**src/rtl/rom_port_arbiter.sv**
```systemverilog
// Shares one single-port synchronous program ROM between the instruction-fetch and data-load ports.
// Round-robin on contention. Illegal accesses get an error response and never reach the ROM.
module rom_port_arbiter #(
    parameter int LEN       = 10000,
    parameter int CNT_WIDTH = 16
) (
    input  logic                 clk,
    input  logic                 reset_n,
    input  logic                 iReq,
    input  logic [31:0]          iAddress,
    output logic                 iGrant,
    output logic                 iValid,
    output logic [31:0]          iData,
    output logic                 iError,
    input  logic                 dReq,
    input  logic [31:0]          dAddress,
    input  logic                 dWrite,
    output logic                 dGrant,
    output logic                 dValid,
    output logic [31:0]          dData,
    output logic                 dError,
    output logic                 romEnable,
    output logic [31:0]          romAddress,
    output logic [31:0]          romDataIn,
    output logic                 romWriteEnable,
    input  logic [31:0]          romDataOut,
    output logic [CNT_WIDTH-1:0] conflictCount
);

    typedef enum logic {
        INST = 1'b0,
        DATA = 1'b1
    } port_t;

    localparam logic [29:0] LEN_WORDS = 30'(LEN);

    port_t       last_port;
    port_t       grant_port;
    port_t       resp_port;
    logic        any_grant;
    logic        contention;
    logic        illegal;
    logic [31:0] sel_address;
    logic        resp_valid;
    logic        resp_err;

    // On contention the port that was not served last wins; a lone request is always served.
    always_comb begin
        contention = iReq && dReq;
        any_grant  = iReq || dReq;
        if (contention) begin
            grant_port = (last_port == INST) ? DATA : INST;
        end else if (dReq) begin
            grant_port = DATA;
        end else begin
            grant_port = INST;
        end
        iGrant      = any_grant && (grant_port == INST);
        dGrant      = any_grant && (grant_port == DATA);
        sel_address = (grant_port == DATA) ? dAddress : iAddress;
        illegal     = (sel_address[1:0] != 2'b00)
                   || (sel_address[31:2] >= LEN_WORDS)
                   || ((grant_port == DATA) && dWrite);
        romEnable   = any_grant && !illegal;
        romAddress  = romEnable ? sel_address : 32'h0000_0000;
    end

    assign romDataIn      = 32'h0000_0000;
    assign romWriteEnable = 1'b0;

    always_ff @(posedge clk or negedge reset_n) begin
        if (!reset_n) begin
            last_port <= INST;
        end else if (any_grant) begin
            last_port <= grant_port;
        end
    end

    // Response tags line up with the ROM's one-cycle read latency, so romDataOut is consumed directly.
    always_ff @(posedge clk or negedge reset_n) begin
        if (!reset_n) begin
            resp_valid <= 1'b0;
            resp_port  <= INST;
            resp_err   <= 1'b0;
        end else begin
            resp_valid <= any_grant;
            if (any_grant) begin
                resp_port <= grant_port;
                resp_err  <= illegal;
            end
        end
    end

    always_ff @(posedge clk or negedge reset_n) begin
        if (!reset_n) begin
            conflictCount <= '0;
        end else if (contention && (conflictCount != '1)) begin
            conflictCount <= conflictCount + 1'b1;
        end
    end

    assign iValid = resp_valid && (resp_port == INST);
    assign dValid = resp_valid && (resp_port == DATA);
    assign iData  = (iValid && !resp_err) ? romDataOut : 32'h0000_0000;
    assign dData  = (dValid && !resp_err) ? romDataOut : 32'h0000_0000;
    assign iError = iValid && resp_err;
    assign dError = dValid && resp_err;

endmodule
```
**config.mk**
```make
export PLATFORM = sky130hd
export DESIGN_NAME = rom_port_arbiter
export DESIGN_NICKNAME = d
export VERILOG_FILES = /design/src/rtl/rom_port_arbiter.sv
export SDC_FILE = /design/constraint.sdc
export NUM_CORES = 1
export LEC_CHECK = 0
export CORE_AREA = 2 2 99 101
export DETAILED_ROUTE_END_ITERATION = 8
export DIE_AREA = 0 0 101 103
export PLACE_DENSITY = 0.77
export SETUP_SLACK_MARGIN = 0.4
export SYNTH_ARGS = -nofsm -noshare
export SYNTH_HDL_FRONTEND = slang
export SYNTH_SLANG_ARGS = --single-unit
```
**constraint.sdc**
```tcl
create_clock -name clk -period 5.5 [get_ports clk]
set_input_delay 1.1 -clock clk [delete_from_list [all_inputs] [get_ports clk]]
set_output_delay 1.1 -clock clk [all_outputs]
set_load 0.01 [all_outputs]
```
# Yosys cells after proc, flatten, opt, wreduce, memory -nomap -nowiden
# Index checks and enable logic that the tools add are counted.
word_totals:
  regBits: 19
  output_inout_bits: 152
op_classes:
  eq_ne: 1
  addsub: 1
  mux: 7
  bitwise_logic: 2
  magnitude_cmp: 1
  n_reduce_logical: 18
ops:
  columns: ["operator", "count"]
  rows:
  - ["32-bit 2-to-1 mux", 4]
  - ["30-bit by 14-bit greater-or-equal comparator with 1-bit output, second input constant", 1]
  - ["16-bit by 1-bit adder with 16-bit output, second input constant", 1]
  - ["16-bit != test, second input constant", 1]
  - ["1-bit logical AND", 12]
  - ["1-bit logical OR", 3]
  - ["1-bit 2-to-1 mux", 3]
  - ["1-bit zero test", 2]
  - ["1-bit inverter", 2]
  - ["2-bit nonzero test", 1]

# Longest topological paths before layout
depth:
  word_depth: 9
  ltp_mapped: 8
  depth_no_buf: 7

# Worst setup path after synthesis
# Ideal clock, no wire load.
synth_path:
  path_type: "input to output"
  start: "input iAddress[18]"
  end: "output romAddress[10]"
  arrival_ps: 2335
  stages: 6
  slack_ps: 2065
  required_ps: 4400
  n_path_buf: 1
  path_cell_list: "nor4_1 > nand4_1 > nor3_1 > o211ai_2 > clkbuf_1 > a21oi_1"
synth_between:
  elab_chain_cells: 7
synth_rtl:
  columns: ["element", "line", "text"]
  rows:
  - ["from (decl)", "10", "input logic [31:0] iAddress,"]
  - ["32-bit 2-to-1 mux", "60", "sel_address = (grant_port == DATA) ? dAddress : iAddress;"]
  - ["30-bit by 14-bit greater-or-equal comparator with 1-bit output", "62", "|| (sel_address[31:2] >= LEN_WORDS)"]
  - ["1-bit logical OR", "62", null]
  - ["1-bit logical OR", "63", "|| ((grant_port == DATA) && dWrite);"]
  - ["1-bit zero test", "64", "romEnable = any_grant && !illegal;"]
  - ["1-bit logical AND", "64", null]
  - ["32-bit 2-to-1 mux", "65", "romAddress = romEnable ? sel_address : 32'h0000_0000;"]
  - ["to (decl)", "23", "output logic [31:0] romAddress,"]
# No other way between the ends.

# Final worst setup path
layout_path:
  start: "input iReq"
  end: "output romAddress[6]"
layout_between:
  elab_chain_cells: 9
  word_cells_on_any_way: 12
  classes_between: "1 x order compare; 3 x mux; 8 x reduce/logical"
layout_rtl:
  columns: ["element", "line", "text"]
  rows:
  - ["from (decl)", "9", "input logic iReq,"]
  - ["1-bit logical AND", "49", "contention = iReq && dReq;"]
  - ["1-bit 2-to-1 mux", "51", "if (contention) begin"]
  - ["32-bit 2-to-1 mux", "60", null]
  - ["30-bit by 14-bit greater-or-equal comparator with 1-bit output / 2-bit nonzero test (equally long branches)", "62, 61", null]
  - ["1-bit logical OR", "62", null]
  - ["1-bit logical OR", "63", null]
  - ["1-bit zero test", "64", null]
  - ["1-bit logical AND", "64", null]
  - ["32-bit 2-to-1 mux (*)", "65", null]
# Mark *: on every way between the ends. The rest lies on a longest branch, timed or not.

==> summary.md <==
| Metric | Value |
|---|---|
| Status | finished, final reports clean |
| Share of cells above drive strength 1 | about 4.2% |
| GR Util All Layers | roughly 14% |
| Seq pwr share | 36.6% |
| Worst reg-to-reg path cell count | 7 |
| Area of the core | roughly 0.0095 mm2 |
| Post-route insts no fill | around 590 |
| Crit path depth | 9 |
| Critical path's slowest cell | clkdlybuf4s50_1 |
| Sequential area share after synthesis | roughly 23% |
| CTS tree | yes |
| Hold Path Depth | 1 |
| Total Wirelength | between 8000 and 9000 um |
| Post-synth EDFFs | 0 |
| Combinational power share | between 40 and 50% |
| Latest clock arrival within the worst-skew pair | approximately 0.25 ns |
| DRC Markers | 0 |
| Clk pwr share | 18.2% |
| Gr ovfl total | 0 |
| Sw power | around 0.18 mW |
| Top cells by count, synth | 67 x and2_1, 51 x buf_4, 40 x nand2_1, 19 x dfrtp_1, 13 x a21oi_1 |
| Root buffer cell | clkbuf_8 |
| YS warnings | 0 |
| Crit path max fanout | 17 |
| Setup slack at placement | 0.667 ns |
| CP Cell Sequence | clkdlybuf4s50_1, nand2_1, nand2_2, clkinv_2, nand4_1, a211oi_2, o211ai_4, a21oi_1, clkdlybuf4s50_1 |
| Final Skew | just under 0.003 ns |
| Clk buf depth | 2 |
| Post-Route Utilization | between 40% and 50% |
| Tmin final | approximately 4.7 ns |
| Ports | approximately 250 |
| Arr. time, crit path | approximately 3.6 ns |
| Antenna violations before repair | 5 |
| Final #Nets | roughly 580 |
| Worst r2r dst | resp_err |
| Post-synth ARST share | 100% |
| Filler cell count | 915 |
| Top FF cell, synth | dfrtp_1 |
| Initial Utilization | between 20% and 30% |
| Via Count | ~2,500 |
| Routed wire length per instance | roughly 14 um |
| Post-synth top area cell | dfrtp_1 |
| HP Class | flip-flop to flip-flop |
| Final ANT Viol Nets | 0 |
| Period utilisation layout | ~86% |
| Leak | about 1.6 nW |
| CTS H-tree depth | 1 |
| Most area-consuming cells after synthesis | dfrtp_1 23%, and2_1 20%, buf_4 18%, nand2_1 7.2%, xnor2_1 4.6% |
| Largest net degree at the start of global routing | 33 |
| DP HPWL | between 7000 and 8000 um |
| Setup TNS | 0 ns |
| CP bufs+invs | 3 |
| Footprint of the multi-input gates | 0.00138 mm2 |
| Setup violators final | 0 |
| Final hold vios | 0 |
| Max-capacitance violation count | 0 |
| Area grow syn2layout | 96.4% |
| PwrDens | 131 mW/mm2 |
| Switch share | approximately 33% |
| Cell Int Power | ~0.36 mW |
| Most frequent cell after synthesis | and2_1 |
| Total CTS buffers | 3 |
| Slowest stage delay, CP | about 0.57 ns |
| IR drop worst, VDD | 173 uV |
| Vias in the first global route | roughly 2,300 |
| Die area | approximately 0.010 mm2 |
| Crit Path Class | input pin to primary output |
| Crit Reg-Reg Startpoint | resp_port |
| Post-Synthesis Cells | ~280 |
| Row count | 36 |
| Synth Cell Area | 0.00208 mm2 |
| Final worst slack | between 0.7 and 0.8 ns |
| Sequential cell area | roughly 480 um2 |
| Number of DRC markers in iteration 0 | just under 60 |
| Drt via density | a little over 4 |
| Clock sinks | 19 |
| Synthesized flop and latch total | 19 |
| Flop-to-flop setup slack | 3.42 ns |
| First-pass GRT wire length | roughly 12,000 um |
| Worst-path clk slew | approximately 0.08 ns |
| Max-slew headroom | 44.4% |
| Critical path capture point type | primary output |
| Placed Area | 0.00402 mm2 |
| CP Data Required Time | between 4 and 5 ns |
| DRT Pass-1 Iters | 4 |
| Top cell type's share of synthesized area | between 20 and 25% |
| Synth unique cells | 38 |
| Dpl cells | just under 600 |
| Max frequency | 213 MHz |
| Cell mode on critical path | clkdlybuf4s50_1 |
| Max-slew violation count | 0 |
| Worst-Margin Slew | approximately 0.83 ns |
| Fin Hold WS | 0.504 ns |
| Design Power | around 0.53 mW |
| Element type at the critical path start | input pin |
| Die Wd | just over 100 um |
| Final instance area | 0.00408 mm2 |
| CP Capture Point | romAddress[6] |
| IO Port Bufs | between 200 and 250 |
| Synth Area per Inst | 7.45 um2 |
| CP startpoint | iReq |
| Unrepaired setup endpoints after global routing | false |
| Routability cong. | 0.875 |
| Chip Height | between 100 and 150 um |
| Crit path max-delay family | buffers and inverters |
[logic make-up (layout without fill, tap and decap cells)]
group,count (synthesis),in the layout,synth area share (%)
and+or+nand+nor,157,157,42.0
buffers and inverters,62,209,20.4
AOI/OAI and AO/OA,25,25,7.71
DFF,19,19,22.9
xor gates and xnor gates,13,13,5.48
adders and majority gates,1,1,0.602
other,1,54,0.180
muxes,1,1,0.722
[area by class of cell]
class	count	area share (%)
Antenna cell	3	0.184
Clock buffer	3	1.01
Clock inverter	1	0.123
Inverter	2	0.215
Multi-Input combinational cell	248	33.7
Sequential cell	19	11.6
Tap cell	114	3.49
Timing Repair Buffer	203	49.6
[what timing repair did]
action | in CTS | in global routing
hold buffers | 0 | 0
resized for setup | 0 | 2
setup endpoints to repair | 0 | 4
setup buffers | 0 | 0
[state kept, by name, summed over array words and instances (netlist names)]
name	flops
resp_err	1
conflictCount	16
resp_valid	1
resp_port	1
[power groups by stage]
stage	Clock [mW]	Combinational, mW	Sequential [mW]
finish	0.0975	0.241	0.195
global route	0.106	0.264	0.200
CTS	0.0982	0.242	0.195
detailed placement	0	0.241	0.198
global placement	0	0.237	0.197
floorplan	0	0.109	0.200
[how the worst min path moves through the flow]
stage / slack (ns) / from / to
2_1_floorplan: 0.51 / resp_err / resp_err
3_3_place_gp: 0.48 / conflictCount[8] / conflictCount[8]
3_5_place_dp: 0.50 / conflictCount[8] / conflictCount[8]
4_1_cts: 0.51 / conflictCount[8] / conflictCount[8]
5_1_grt: 0.54 / conflictCount[8] / conflictCount[8]
6_report: 0.50 / conflictCount[8] / conflictCount[8]
[metal layers]
metal | up-vias | part of all wire, % | GRT usage (%)
met3 | 8 | 11 | 5.15
met2 | 143 | 49 | 25.5
met4 | 4 | 0.57 | 1.66
li1 | 1210 | - | -
met5 | - | 0.33 | 0
met1 | 1099 | 40 | 17.5
[placed cells by master (no fill, tap or decap), types with 4 or more instances in the layout]
cell | synthesis | final
and3_1 | 4 | 4
conb_1 | 1 | 51
nor2_1 | 7 | 7
a21oi_1 | 13 | 13
nor4_1 | 8 | 8
o21a_1 | 4 | 4
clkdlybuf4s50_1 | 0 | 201
nor3_1 | 4 | 4
nand4_1 | 4 | 4
nand2_1 | 40 | 40
xnor2_1 | 11 | 11
dfrtp_1 | 19 | 19
nand3_1 | 8 | 8
and2_1 | 67 | 67
[worst register-to-register path: cells and delay by family, from the launching register on]
family / cells / cell delay (ns)
DFF: 1 / 0.48
and+or+nand+nor: 3 / 0.59
buffers and inverters: 1 / 0.28
AOI/OAI and AO/OA: 3 / 0.68
Power figures use the tool's default switching activity.
